[src/rtl/store_merge_pkg.sv]
// store_merge_pkg -- shared definitions for the store_merge block.
//
// Contents:
//   SZ_BYTE / SZ_HALF / SZ_WORD / SZ_RSVD : store size encodings (req_size_i)
//   ST_IDLE .. ST_ERR                     : FSM state encoding (also seen on dbg_state)
//   WORD_BYTES                            : bytes per memory word
//   is_misaligned()                       : natural-alignment test for a size/offset pair
//   align_off()                           : offset forced down to natural alignment
package store_merge_pkg;

    localparam logic [1:0] SZ_BYTE = 2'b00;
    localparam logic [1:0] SZ_HALF = 2'b01;
    localparam logic [1:0] SZ_WORD = 2'b10;
    localparam logic [1:0] SZ_RSVD = 2'b11;

    localparam int WORD_BYTES = 4;

    localparam logic [2:0] ST_IDLE  = 3'd0;
    localparam logic [2:0] ST_READ  = 3'd1;
    localparam logic [2:0] ST_WRITE = 3'd2;
    localparam logic [2:0] ST_DONE  = 3'd3;
    localparam logic [2:0] ST_ERR   = 3'd4;

    // True when the byte offset does not sit on the natural boundary of the size.
    function automatic logic is_misaligned(input logic [1:0] size, input logic [1:0] off);
        logic r;
        case (size)
            SZ_HALF: r = off[0];
            SZ_WORD: r = (off != 2'b00);
            default: r = 1'b0;
        endcase
        return r;
    endfunction

    // Clears the offset bits that a naturally aligned access of this size cannot have.
    function automatic logic [1:0] align_off(input logic [1:0] size, input logic [1:0] off);
        logic [1:0] r;
        case (size)
            SZ_HALF: r = {off[1], 1'b0};
            SZ_WORD: r = 2'b00;
            default: r = off;
        endcase
        return r;
    endfunction

endpackage

[src/rtl/store_merge_lane_merge.sv]
// store_lane_merge -- combinational little-endian lane merge.
//
// Replaces the byte lanes selected by size/off in old_word with the low
// byte/half/word of new_data; every other lane keeps old_word.
//
// Ports:
//   old_word  in  32  word read back from memory
//   new_data  in  32  register value being stored
//   size      in  2   SZ_BYTE / SZ_HALF / SZ_WORD (SZ_RSVD leaves old_word untouched)
//   off       in  2   byte offset inside the word (already aligned for the size)
//   merged    out 32  resulting word
module store_lane_merge
    import store_merge_pkg::*;
(
    input  logic [31:0] old_word,
    input  logic [31:0] new_data,
    input  logic [1:0]  size,
    input  logic [1:0]  off,
    output logic [31:0] merged
);

    logic [31:0]           src;
    logic [WORD_BYTES-1:0] lane_en;

    // Replicating the stored unit across the word puts the right source
    // bytes in every candidate lane, so only a per-lane enable is needed.
    always_comb begin
        src     = new_data;
        lane_en = '0;
        case (size)
            SZ_BYTE: begin
                src = {4{new_data[7:0]}};
                for (int i = 0; i < WORD_BYTES; i++) begin
                    lane_en[i] = (off == 2'(i));
                end
            end
            SZ_HALF: begin
                src = {2{new_data[15:0]}};
                for (int i = 0; i < WORD_BYTES; i++) begin
                    lane_en[i] = (off[1] == 1'(i >> 1));
                end
            end
            SZ_WORD: begin
                src     = new_data;
                lane_en = '1;
            end
            default: begin
                src     = new_data;
                lane_en = '0;
            end
        endcase
    end

    always_comb begin
        merged = old_word;
        for (int i = 0; i < WORD_BYTES; i++) begin
            if (lane_en[i]) begin
                merged[8*i +: 8] = src[8*i +: 8];
            end
        end
    end

endmodule

[src/rtl/store_merge.sv]
// store_merge -- converts byte/half/word stores into full-word memory writes.
//
// A byte or half store does a read-modify-write: read the containing word,
// merge the new lanes, write the word back. A word store writes directly.
//
// Configuration macro: STORE_MERGE_ALIGN_TRAP_EN
//   defined   : misaligned half/word stores end in ERR (err_o pulse, no strobes)
//   undefined : misaligned stores are aligned down and complete normally
//
// Handshakes:
//   Request side: a request is taken on a rising edge where req_valid_i and
//   req_ready_o are both high; req_ready_o is high only in IDLE. Memory side:
//   mem_rd_o / mem_wr_o stay high until the edge where mem_ack_i is high,
//   which completes that access; mem_ack_i is ignored in any other state.
//
// Ports:
//   clk_i        in   1       clock, rising edge
//   rst_i        in   1       synchronous active-low reset
//   req_valid_i  in   1       store request valid
//   req_ready_o  out  1       ready (IDLE)
//   req_size_i   in   2       00 byte, 01 half, 10 word, 11 reserved
//   addr_i       in   ADDR_W  byte address
//   data_i       in   DATA_W  register value
//   mem_addr_o   out  ADDR_W  word-aligned memory address
//   mem_rd_o     out  1       read strobe
//   mem_wr_o     out  1       write strobe
//   mem_wdata_o  out  DATA_W  write word
//   mem_rdata_i  in   DATA_W  read data, valid with mem_ack_i during a read
//   mem_ack_i    in   1       access complete
//   done_o       out  1       one-cycle completion pulse
//   err_o        out  1       one-cycle error pulse
//   dbg_state    out  3       current FSM state (ST_* encoding)
module store_merge
    import store_merge_pkg::*;
#(
    parameter int ADDR_W = 32,
    parameter int DATA_W = 32
) (
    input  logic              clk_i,
    input  logic              rst_i,
    input  logic              req_valid_i,
    output logic              req_ready_o,
    input  logic [1:0]        req_size_i,
    input  logic [ADDR_W-1:0] addr_i,
    input  logic [DATA_W-1:0] data_i,
    output logic [ADDR_W-1:0] mem_addr_o,
    output logic              mem_rd_o,
    output logic              mem_wr_o,
    output logic [DATA_W-1:0] mem_wdata_o,
    input  logic [DATA_W-1:0] mem_rdata_i,
    input  logic              mem_ack_i,
    output logic              done_o,
    output logic              err_o,
    output logic [2:0]        dbg_state
);

    logic [2:0]        state_q;
    logic [2:0]        state_d;
    logic [ADDR_W-3:0] word_addr_q;
    logic [1:0]        off_q;
    logic [1:0]        size_q;
    logic [DATA_W-1:0] data_q;
    logic [DATA_W-1:0] wdata_q;
    logic [DATA_W-1:0] merged;
    logic              accept;
    logic              req_bad;

    assign accept = req_valid_i && req_ready_o;

`ifdef STORE_MERGE_ALIGN_TRAP_EN
    assign req_bad = (req_size_i == SZ_RSVD) || is_misaligned(req_size_i, addr_i[1:0]);
`else
    assign req_bad = (req_size_i == SZ_RSVD);
`endif

    always_comb begin
        state_d = state_q;
        case (state_q)
            ST_IDLE: begin
                if (accept) begin
                    if (req_bad) begin
                        state_d = ST_ERR;
                    end else if (req_size_i == SZ_WORD) begin
                        state_d = ST_WRITE;
                    end else begin
                        state_d = ST_READ;
                    end
                end
            end
            ST_READ: begin
                if (mem_ack_i) begin
                    state_d = ST_WRITE;
                end
            end
            ST_WRITE: begin
                if (mem_ack_i) begin
                    state_d = ST_DONE;
                end
            end
            ST_DONE: state_d = ST_IDLE;
            ST_ERR:  state_d = ST_IDLE;
            default: state_d = ST_IDLE;
        endcase
    end

    store_lane_merge u_lane_merge (
        .old_word (mem_rdata_i),
        .new_data (data_q),
        .size     (size_q),
        .off      (off_q),
        .merged   (merged)
    );

    always_ff @(posedge clk_i) begin
        if (!rst_i) begin
            state_q     <= ST_IDLE;
            word_addr_q <= '0;
            off_q       <= '0;
            size_q      <= '0;
            data_q      <= '0;
            wdata_q     <= '0;
        end else begin
            state_q <= state_d;
            if (accept) begin
                word_addr_q <= addr_i[ADDR_W-1:2];
                // Aligning here is harmless in trap mode: misaligned requests go to ERR.
                off_q       <= align_off(req_size_i, addr_i[1:0]);
                size_q      <= req_size_i;
                data_q      <= data_i;
                if (req_size_i == SZ_WORD) begin
                    wdata_q <= data_i;
                end
            end
            if ((state_q == ST_READ) && mem_ack_i) begin
                wdata_q <= merged;
            end
        end
    end

    // All outputs decode from registered state, so they are glitch-free and
    // mem_rd_o / mem_wr_o can never be high together.
    assign req_ready_o = (state_q == ST_IDLE);
    assign mem_rd_o    = (state_q == ST_READ);
    assign mem_wr_o    = (state_q == ST_WRITE);
    assign done_o      = (state_q == ST_DONE);
    assign err_o       = (state_q == ST_ERR);
    assign mem_addr_o  = {word_addr_q, 2'b00};
    assign mem_wdata_o = wdata_q;
    assign dbg_state   = state_q;

endmodule

[config.mk]
export PLATFORM = sky130hd
export DESIGN_NAME = store_merge
export DESIGN_NICKNAME = d
export VERILOG_FILES = /design/src/rtl/store_merge_pkg.sv /design/src/rtl/store_merge_lane_merge.sv /design/src/rtl/store_merge.sv
export SDC_FILE = /design/constraint.sdc
export NUM_CORES = 1
export LEC_CHECK = 0
export CELL_PAD_IN_SITES_DETAIL_PLACEMENT = 0
export CELL_PAD_IN_SITES_GLOBAL_PLACEMENT = 1
export CORE_MARGIN = 2
export CORE_UTILIZATION = 30
export CTS_CLUSTER_SIZE = 28
export DETAILED_ROUTE_END_ITERATION = 10
export PLACE_DENSITY = 0.82
export SYNTH_ARGS = -nofsm -noshare
export SYNTH_HDL_FRONTEND = slang
export SYNTH_HIERARCHICAL = 1
export SYNTH_SLANG_ARGS = --single-unit
export TNS_END_PERCENT = 10
[constraint.sdc]
create_clock -name clk_i -period 1.8 [get_ports clk_i]
set_clock_uncertainty 0.05 [all_clocks]
set_input_delay 0.27 -clock clk_i [delete_from_list [all_inputs] [get_ports clk_i]]
set_output_delay 0.27 -clock clk_i [all_outputs]
set_load 0.01 [all_outputs]
==> run metrics <==
hold crit path type reg2reg; Worst Path Required 1.97 ns; nets@finish 826; top-area cell type share of the netlist area 0.400; grt total ovfl 0; Leakage 2.70 nW; buffers added on ports 171; status finished, final reports clean; Via density 4.84; VDD IR max 530 uV; CP startpoint kind register; cell chain of the critical path buf_12 -> nor2_4 -> buf_12 -> mux2_2 -> mux2_2 -> mux2i_1 -> a221oi_2; ys async rst share 0; Top Layer Used met5; CTS Buffer Depth 2; Yosys cell types 40; Initial Utilization 0.306; R2R setup slack 0.01 ns; metal1 wirelength 6850 microns; Die W 134 microns; area growth from synthesis to layout 49.3%; Inserted Clock Buffers 9; Final min period 1.79 ns; max incr delay on CP 0.34 ns; placer congestion estimate 0.792; Top FF cell, synth dfxtp_1; final hold violations 0; drt drc 0; largest cells by area after synthesis dfxtp_1 (40%), nand2_1 (9.8%), a221oi_2 (8.9%), mux2_2 (8.7%), mux2i_1 (7.9%); DR WL met2 7340 microns; Worst setup EP type register; IO Count 174; number of global-route vias before repair 4,684; slowest cell on the critical path dfxtp_2; worst skew pair latency 0.35 ns; unrepaired setup endpoints after global routing true; DR WL/cell 16.3 microns; Initial DRC Count 194; Die Y-Extent 134 microns; critical path class reg2reg; TritonCTS clock tree yes; first-pass GRT wire length 24,500 microns; CTS H-Tree Depth 3; Top delay family on crit path multiplexers; Clock Tree Root clkbuf_16; routed wl met3 1010 microns; Core Region 0.0165 sq mm; share of cells above drive strength 1 0.198; hold slack 0.404 ns; Gate Count Post-Synth 545; gr usage total 0.173; std cell rows 47; drt first pass iters 4; Post-Route WL 15,400 microns; initial antenna violation count 1; clk sinks 101; Ys Warns 6; Yosys top cell by area dfxtp_1; buffer and inverter count on the worst path 2; Avg Inst Size Synth 9.27 sq um; largest net degree at the start of global routing 43; fin cells 943; Power Density 857 mW/mm^2; Max Freq 0.560 GHz; DR vias 4,560; Max Cap Viol 0; Critical Path Fanout Max 11; Pins Over Slew Limit 0; Die Area 0.0179 sq mm; Placed Instances 927; detailed placement HPWL 11,400 microns; post-route ant nets 0; final clock period utilization by the worst path 0.992; area of the mapped netlist 0.00505 sq mm; commonest non-fill, non-tap cell in the layout clkdlybuf4s50_1; Worst EP arrival 1.96 ns; # setup viols final 0; sequential-to-total area share from yosys stat 0.400; commonest non-fill, non-tap cells in the layout clkdlybuf4s50_1 (166), nand2_1 (131), dfxtp_1 (96); clock transition time at the flip-flop clock pins of the worst setup and hold paths 0.07 ns; number of flops mapped to enable cells by yosys 0; Ant. Diodes 0; Yosys reg bits 101
-- power breakdown --
group	internal [mW]	total, mW	leakage [nW]	switching (mW)
sequential	2.45	2.60	0.831	0.152
clock	1.10	1.93	0.139	0.833
combinational	1.06	1.93	1.73	0.869
-- timing repair --
item	CTS	global route
buffers inserted	0	2
hold buffers	0	0
pin swaps	1	1
resized for setup	11	9
setup endpoints to repair	35	24
-- cells in the mapped netlist, types with 4 or more instances --
master	number
buf_4	6
nand2_1	132
mux2i_1	40
buf_2	11
nor2_1	34
mux2_2	39
a221o_1	8
ha_1	4
nor3_1	10
a21oi_1	67
clkbuf_1	15
dfxtp_1	101
buf_6	11
a221oi_2	30
-- worst register-to-register path, stage by stage (launching register included) --
cell,delay (ns)
dfxtp_2,0.34
buf_12,0.15
nor2_4,0.13
buf_12,0.13
mux2_2,0.34
mux2_2,0.26
mux2i_1,0.18
a221oi_2,0.08
-- cell families (layout without fill, tap and decap cells) --
logic type	Yosys count	in the layout	share of synthesized area
other cells	1	2	0.000742
simple gates	195	195	0.165
flops	101	101	0.400
compound gates	115	115	0.195
mux	80	80	0.168
fa+ha+maj	4	4	0.00991
buf+inv	49	226	0.0599
-- per-stage QoR --
stage               setup WS [ns]  setup TNS (ns)  utilization  power (mW)  instance area (sq um)
floorplan                  0.0565               0            -        3.64                   5060
global placement           -0.187          -13.84        0.436        4.52                   7200
detailed placement         -0.245          -17.31        0.436        4.57                   7200
CTS                       -0.0107         -0.0207        0.453        6.52                   7480
global route              -0.0391          -0.281        0.456        6.79                   7540
finish                     0.0149               0        0.456        6.46                   7540
-- flip-flops by register name (all words and copies together) (netlist names) --
register / count
data_q: 32
mem_wdata_o: 32
word_addr_q: 30
dbg_state: 3
off_q: 2
size_q: 2
-- area by class of cell --
class / count / area [sq um]
Multi-Input combinational cell: 396 / 2790
Sequential cell: 101 / 2030
Timing Repair Buffer: 209 / 2150
Fill cell: 1594 / 8980
Tap cell: 220 / 275
Clock inverter: 2 / 35.0
Inverter: 3 / 12.5
Clock buffer: 12 / 246
-- routing by layer --
| metal | global-route usage | vias to the layer above |
|---|---|---|
| met4 | 0.0443 | 2 |
| met1 | 0.212 | 2158 |
| met5 | 0 | - |
| met3 | 0.0556 | 13 |
| met2 | 0.292 | 123 |
| li1 | - | 2264 |
-- worst paths after layout --
path / start / to / depth (start not counted)
min reg2reg: word_addr_q[24]$_SDFFE_PN0P_ / word_addr_q[24]$_SDFFE_PN0P_ / 2
max: size_q[1]$_SDFFE_PN0P_ / mem_wdata_o[8]$_SDFFE_PN0P_ / 7
min: word_addr_q[24]$_SDFFE_PN0P_ / word_addr_q[24]$_SDFFE_PN0P_ / 2
max reg2reg: size_q[1]$_SDFFE_PN0P_ / mem_wdata_o[8]$_SDFFE_PN0P_ / 7
Note: power is estimated with default switching activity, not from simulation.
